File: src/rtl/bell_sched.sv
// Alarm-clock bell scheduler: alarm with snooze plus an hourly chime that strikes the hour.
// One FSM owns the bell; the alarm always outranks the chime.
module bell_sched #(
    parameter int unsigned ALARM_LEN  = 60,
    parameter int unsigned SNOOZE_LEN = 300
) (
    input  logic       clk,
    input  logic       rst_n,
    input  logic       tick_1hz,
    input  logic [4:0] cur_hour,
    input  logic [5:0] cur_min,
    input  logic [5:0] cur_sec,
    input  logic       alarm_en,
    input  logic [4:0] alarm_hour,
    input  logic [5:0] alarm_min,
    input  logic       chime_en,
    input  logic       stop,
    input  logic       snooze,
    output logic       bell,
    output logic       alarm_active,
    output logic       chime_active,
    output logic       snoozing,
    output logic [2:0] dbg_state
);

    typedef enum logic [2:0] {
        S_IDLE      = 3'd0,
        S_ALARM     = 3'd1,
        S_SNOOZE    = 3'd2,
        S_CHIME_ON  = 3'd3,
        S_CHIME_OFF = 3'd4
    } state_t;

    localparam logic [31:0] ALARM_LEN_W  = 32'(ALARM_LEN);
    localparam logic [31:0] SNOOZE_LEN_W = 32'(SNOOZE_LEN);

    state_t      r_state;
    state_t      w_state_nxt;
    logic [31:0] r_cnt;
    logic [31:0] w_cnt_nxt;
    logic [31:0] w_cnt_inc;
    logic [3:0]  r_strikes;
    logic [3:0]  w_strikes_nxt;
    logic [4:0]  w_hour_mod;
    logic [3:0]  w_hour_strikes;
    logic        w_alarm_hit;
    logic        w_chime_hit;
    logic        r_bell;
    logic        r_alarm_active;
    logic        r_chime_active;
    logic        r_snoozing;

    // Out-of-range alarm settings are rejected explicitly so they can never match.
    assign w_alarm_hit = alarm_en & tick_1hz & (alarm_hour <= 5'd23) & (alarm_min <= 6'd59)
                       & (cur_hour == alarm_hour) & (cur_min == alarm_min) & (cur_sec == 6'd0);
    assign w_chime_hit = chime_en & tick_1hz & (cur_min == 6'd0) & (cur_sec == 6'd0);

    assign w_cnt_inc      = r_cnt + 32'd1;
    assign w_hour_mod     = cur_hour % 5'd12;
    assign w_hour_strikes = (w_hour_mod == 5'd0) ? 4'd12 : w_hour_mod[3:0];

    always_comb begin
        w_state_nxt   = r_state;
        w_cnt_nxt     = r_cnt;
        w_strikes_nxt = r_strikes;
        case (r_state)
            S_IDLE: begin
                if (w_alarm_hit) begin
                    w_state_nxt = S_ALARM;
                    w_cnt_nxt   = 32'd0;
                end else if (w_chime_hit) begin
                    w_state_nxt   = S_CHIME_ON;
                    w_cnt_nxt     = 32'd0;
                    w_strikes_nxt = w_hour_strikes;
                end
            end
            S_ALARM: begin
                if (stop || !alarm_en) begin
                    w_state_nxt = S_IDLE;
                    w_cnt_nxt   = 32'd0;
                end else if (snooze) begin
                    w_state_nxt = S_SNOOZE;
                    w_cnt_nxt   = 32'd0;
                end else if (tick_1hz) begin
                    if (w_cnt_inc >= ALARM_LEN_W) begin
                        w_state_nxt = S_IDLE;
                        w_cnt_nxt   = 32'd0;
                    end else begin
                        w_cnt_nxt = w_cnt_inc;
                    end
                end
            end
            S_SNOOZE: begin
                if (stop || !alarm_en) begin
                    w_state_nxt = S_IDLE;
                    w_cnt_nxt   = 32'd0;
                end else if (tick_1hz) begin
                    if (w_cnt_inc >= SNOOZE_LEN_W) begin
                        w_state_nxt = S_ALARM;
                        w_cnt_nxt   = 32'd0;
                    end else begin
                        w_cnt_nxt = w_cnt_inc;
                    end
                end
            end
            S_CHIME_ON, S_CHIME_OFF: begin
                if (stop || !chime_en) begin
                    w_state_nxt = S_IDLE;
                end else if (w_alarm_hit) begin
                    w_state_nxt = S_ALARM;
                    w_cnt_nxt   = 32'd0;
                end else if (tick_1hz) begin
                    if (r_state == S_CHIME_ON) begin
                        // The strike is consumed as the bell falls silent.
                        w_state_nxt = S_CHIME_OFF;
                        if (r_strikes != 4'd0) w_strikes_nxt = r_strikes - 4'd1;
                    end else begin
                        w_state_nxt = (r_strikes != 4'd0) ? S_CHIME_ON : S_IDLE;
                    end
                end
            end
            default: begin
                w_state_nxt = S_IDLE;
                w_cnt_nxt   = 32'd0;
            end
        endcase
    end

    always_ff @(posedge clk) begin
        if (!rst_n) begin
            r_state        <= S_IDLE;
            r_cnt          <= 32'd0;
            r_strikes      <= 4'd0;
            r_bell         <= 1'b0;
            r_alarm_active <= 1'b0;
            r_chime_active <= 1'b0;
            r_snoozing     <= 1'b0;
        end else begin
            r_state        <= w_state_nxt;
            r_cnt          <= w_cnt_nxt;
            r_strikes      <= w_strikes_nxt;
            r_bell         <= (w_state_nxt == S_ALARM) || (w_state_nxt == S_CHIME_ON);
            r_alarm_active <= (w_state_nxt == S_ALARM) || (w_state_nxt == S_SNOOZE);
            r_chime_active <= (w_state_nxt == S_CHIME_ON) || (w_state_nxt == S_CHIME_OFF);
            r_snoozing     <= (w_state_nxt == S_SNOOZE);
        end
    end

    assign bell         = r_bell;
    assign alarm_active = r_alarm_active;
    assign chime_active = r_chime_active;
    assign snoozing     = r_snoozing;
    assign dbg_state    = r_state;

endmodule

File: config.mk
export PLATFORM = sky130hd
export DESIGN_NAME = bell_sched
export DESIGN_NICKNAME = d
export VERILOG_FILES = /design/src/rtl/bell_sched.sv
export SDC_FILE = /design/constraint.sdc
export NUM_CORES = 1
export LEC_CHECK = 0
export BUFFER_PORTS_ARGS = -buffer_cell sky130_fd_sc_hd__buf_2
export CELL_PAD_IN_SITES_DETAIL_PLACEMENT = 1
export CELL_PAD_IN_SITES_GLOBAL_PLACEMENT = 2
export CORE_MARGIN = 2
export CORE_UTILIZATION = 30
export DETAILED_ROUTE_END_ITERATION = 6
export HOLD_SLACK_MARGIN = 0.06
export PLACE_DENSITY_LB_ADDON = 0.12
export SLEW_MARGIN = 20
export SYNTH_ARGS = -nofsm -noshare
export SYNTH_HDL_FRONTEND = slang
export SYNTH_SLANG_ARGS = --single-unit
File: constraint.sdc
create_clock -name clk -period 3.09 [get_ports clk]
set_clock_uncertainty 0.2 [all_clocks]
set_input_delay 0.927 -clock clk [delete_from_list [all_inputs] [get_ports clk]]
set_output_delay 0.927 -clock clk [all_outputs]
set_load 0.005 [all_outputs]
==> impl_metrics.ini <==
[logic_synthesis]
synth_nets = 401
yosysMostFrequentCell = dfxtp_1
synth-xor-area-share_pct = 5.254
yosysTopAreaCell = dfxtp_1
synthCells = 362
ys.warnings.count = 0
synth-compound-area-share_pct = 18.85
synthSimpleGateAreaFrac_pct = 38.06
synthArstFlopShare_pct = 0
synth_seq_area_share_pct = 30.38
syn_area_mm2 = 0.002834
synth_seq_cells = 43
ys.flop_type = dfxtp_1
synth-adder-area-share_pct = 2.119
avgSynthCellArea_um2 = 7.829
synth.distinct_cells = 63
synth-edff-count = 0
synthTopCellsByCount = 43 x dfxtp_1, 28 x and2_1, 27 x nand2_1
synth_mux_area_share_pct = 1.413
yosysTopAreaCellShare_pct = 30.38
synth_area_leaders = dfxtp_1 30%, and2_1 6.2%, xnor2_1 4.3%
synth_top_family_by_area = simple AND/OR/NAND/NOR gates

[clocking]
clk_pin_slew_ps = 100
holdBufCountCts = 0
clk_latency_ps = 300
root_buffer = clkbuf_8
cts_tree = yes
htreeDepth = 2
cts-buffers-inserted = 5
clockBufferDepth = 2
cts_sinks = 43

[drt]
vias = 2983
detail-route-antenna-nets = 0
dr.pass1.iters = 4
wl_per_cell_um = 16.24
drt-total-wl_mm = 9.206
drt-initial-drc-count = 63
drt-vias-per-instance = 5.261
drc = 0

[worst_setup_path]
r2r_cells = 12
r2r_end = snoozing
path_buf_inv = 4
slowest_stage = or4_4
crit_family = simple AND/OR/NAND/NOR gates
startpoint_type = register
path_max_fanout = 10
worst_path_most_repeated_cell = buf_4
worstReg2RegStart = r_cnt[4]
critical_path_class = reg -> reg
max_stage_delay_ps = 470
crit_chain = buf_4, nand4_1, or4_4, buf_4, o311ai_0, mux2i_1, nor2_2, nor3_2, buf_4, a22oi_1, inv_1, and2_1
endpoint_kind = register
cp_data_arrival_time_ps = 3070
critPathRequiredTime_ps = 3100
r2r_slack_ps = 30

[placed_design]
place_congestion = 0.7873
io_buffer_count = 41
dp_hpwl_mm = 7.220
dp_slack_ps = -150.6

[global_routing]
grt_pass1_wl_mm = 14.66
grt_overflow = 0
antenna_found_initial = 0
first_global_vias = 2927
track_usage_pct = 17.89
grt_max_degree = 23

[hold_path]
min_from = r_cnt[30]
hold_class = reg -> reg
holdPathEnd = r_cnt[30]
whs_path_depth = 1

[die]
die_h_um = 101.2
die-width_um = 101.2
boundaryPins = 42
start_util_pct = 30.82
core_area_mm2 = 0.009196
die_area_mm2 = 0.01024
core.rowCount = 35

[power_and_ir_drop]
peakVddDrop_mv = 0.1691
powerDensity_mw_per_mm2 = 286.3
p_leak_nw = 1.533

[timing]
setup_viol = 0
slew_headroom_pct = 62.85
fin_crit_ps = 3063
rsz0062_at_grt = yes
finalCritPeriodShare_pct = 99.14
maxSlewViolCount = 0
fin_setup_tns_ps = 0
fmax_ghz = 0.3264
hold_violations = 0
fin_ws_ps = 26.55
worstMarginPinSlew_ps = 543.2

[layout]
nets = 494
area_delta_synth_final_pct = 35.19
diodes = 0
drive_above_1_share_pct = 30.92

[flow_run]
maxCapViolCount = 0

[status]
status = complete, no violations
-- worst register-to-register path, stage by stage, from the launching register on --
cell      delay (ps)
dfxtp_1          390
buf_4            200
nand4_1           90
or4_4            470
buf_4            160
o311ai_0         370
mux2i_1          190
nor2_2           210
nor3_2            60
buf_4            160
a22oi_1          260
inv_1             90
and2_1           140
-- worst max path at each step --
stage                            start  endpoint  slack (ps)  cells past startpoint
after floorplan                   stop  r_cnt[2]           1                      8
after CTS                    r_cnt[10]  r_cnt[3]           9                      9
after detailed placement          stop  r_cnt[3]        -150                     10
after global placement    alarm_min[2]  r_cnt[8]         -80                     11
final                         r_cnt[4]  snoozing          30                     12
after global routing          r_cnt[4]  snoozing        -170                     12
-- registers in the layout, summed over array words and instances (netlist names) --
signal        flops
snoozing          1
r_strikes         4
bell              1
chime_active      1
r_cnt            32
dbg_state         3
alarm_active      1
-- repair_timing --
| action | CTS | global route |
|---|---|---|
| resized for setup | 6 | 24 |
| setup endpoints to repair | 8 | 12 |
| pin swaps | 1 | 10 |
| setup buffers | 0 | 4 |
| gates cloned | 0 | 1 |
-- per-stage QoR --
step	power (mW)	instances	hold slack, ps	area [µm²]	util [%]
2_1_floorplan	0.6067	362	257.4	2860	-
3_3_place_gp	0.6526	554	277.7	3547	38.57
3_5_place_dp	0.6529	554	295.8	3547	38.57
4_1_cts	1.114	562	311.4	3677	39.99
5_1_grt	1.145	567	338.1	3831	41.66
6_report	1.097	567	307.7	3831	41.66
-- power breakdown --
part           internal (mW)  switching, mW
sequential             0.552     0.00000723
clock                  0.241          0.217
combinational         0.0394         0.0470
-- cells by family after synthesis --
group / after synthesis
mux: 4
buf+inv: 29
compound gates: 77
simple gates: 187
fa+ha+maj: 5
flops: 43
xor+xnor: 17
-- cells in the final DEF, fill, tap and decap left out, types with 5 or more instances in the layout --
master,count
nor4_1,7
a21oi_1,12
xnor2_1,14
dfxtp_1,35
clkbuf_8,5
and3_1,6
nor3_1,13
nor2_1,24
nand4_1,12
buf_4,53
o21ai_0,8
a31oi_1,11
buf_2,42
nand2_1,27
nor2b_1,5
inv_1,17
and2_1,28
nand2b_1,14
nand3_1,15
dfxtp_2,6
o22ai_1,7
-- metal layers --
metal	vias up	routed length (µm)	global-route usage [%]
li1	1514	-	-
met1	1444	4926	26.87
met2	23	4100	27.76
met3	2	149	2.415
met4	0	29	2.703
met5	-	0	0
-- final cells by class --
| type | instances | area, µm² |
|---|---|---|
| Clock buffer | 5 | 68.82 |
| Clock inverter | 3 | 43.79 |
| Fill cell | 1168 | 5365 |
| Inverter | 17 | 63.81 |
| Multi-Input combinational cell | 290 | 1998 |
| Sequential cell | 43 | 875.8 |
| Tap cell | 111 | 138.9 |
| Timing Repair Buffer | 98 | 641.9 |
Power figures use the tool's default switching activity.
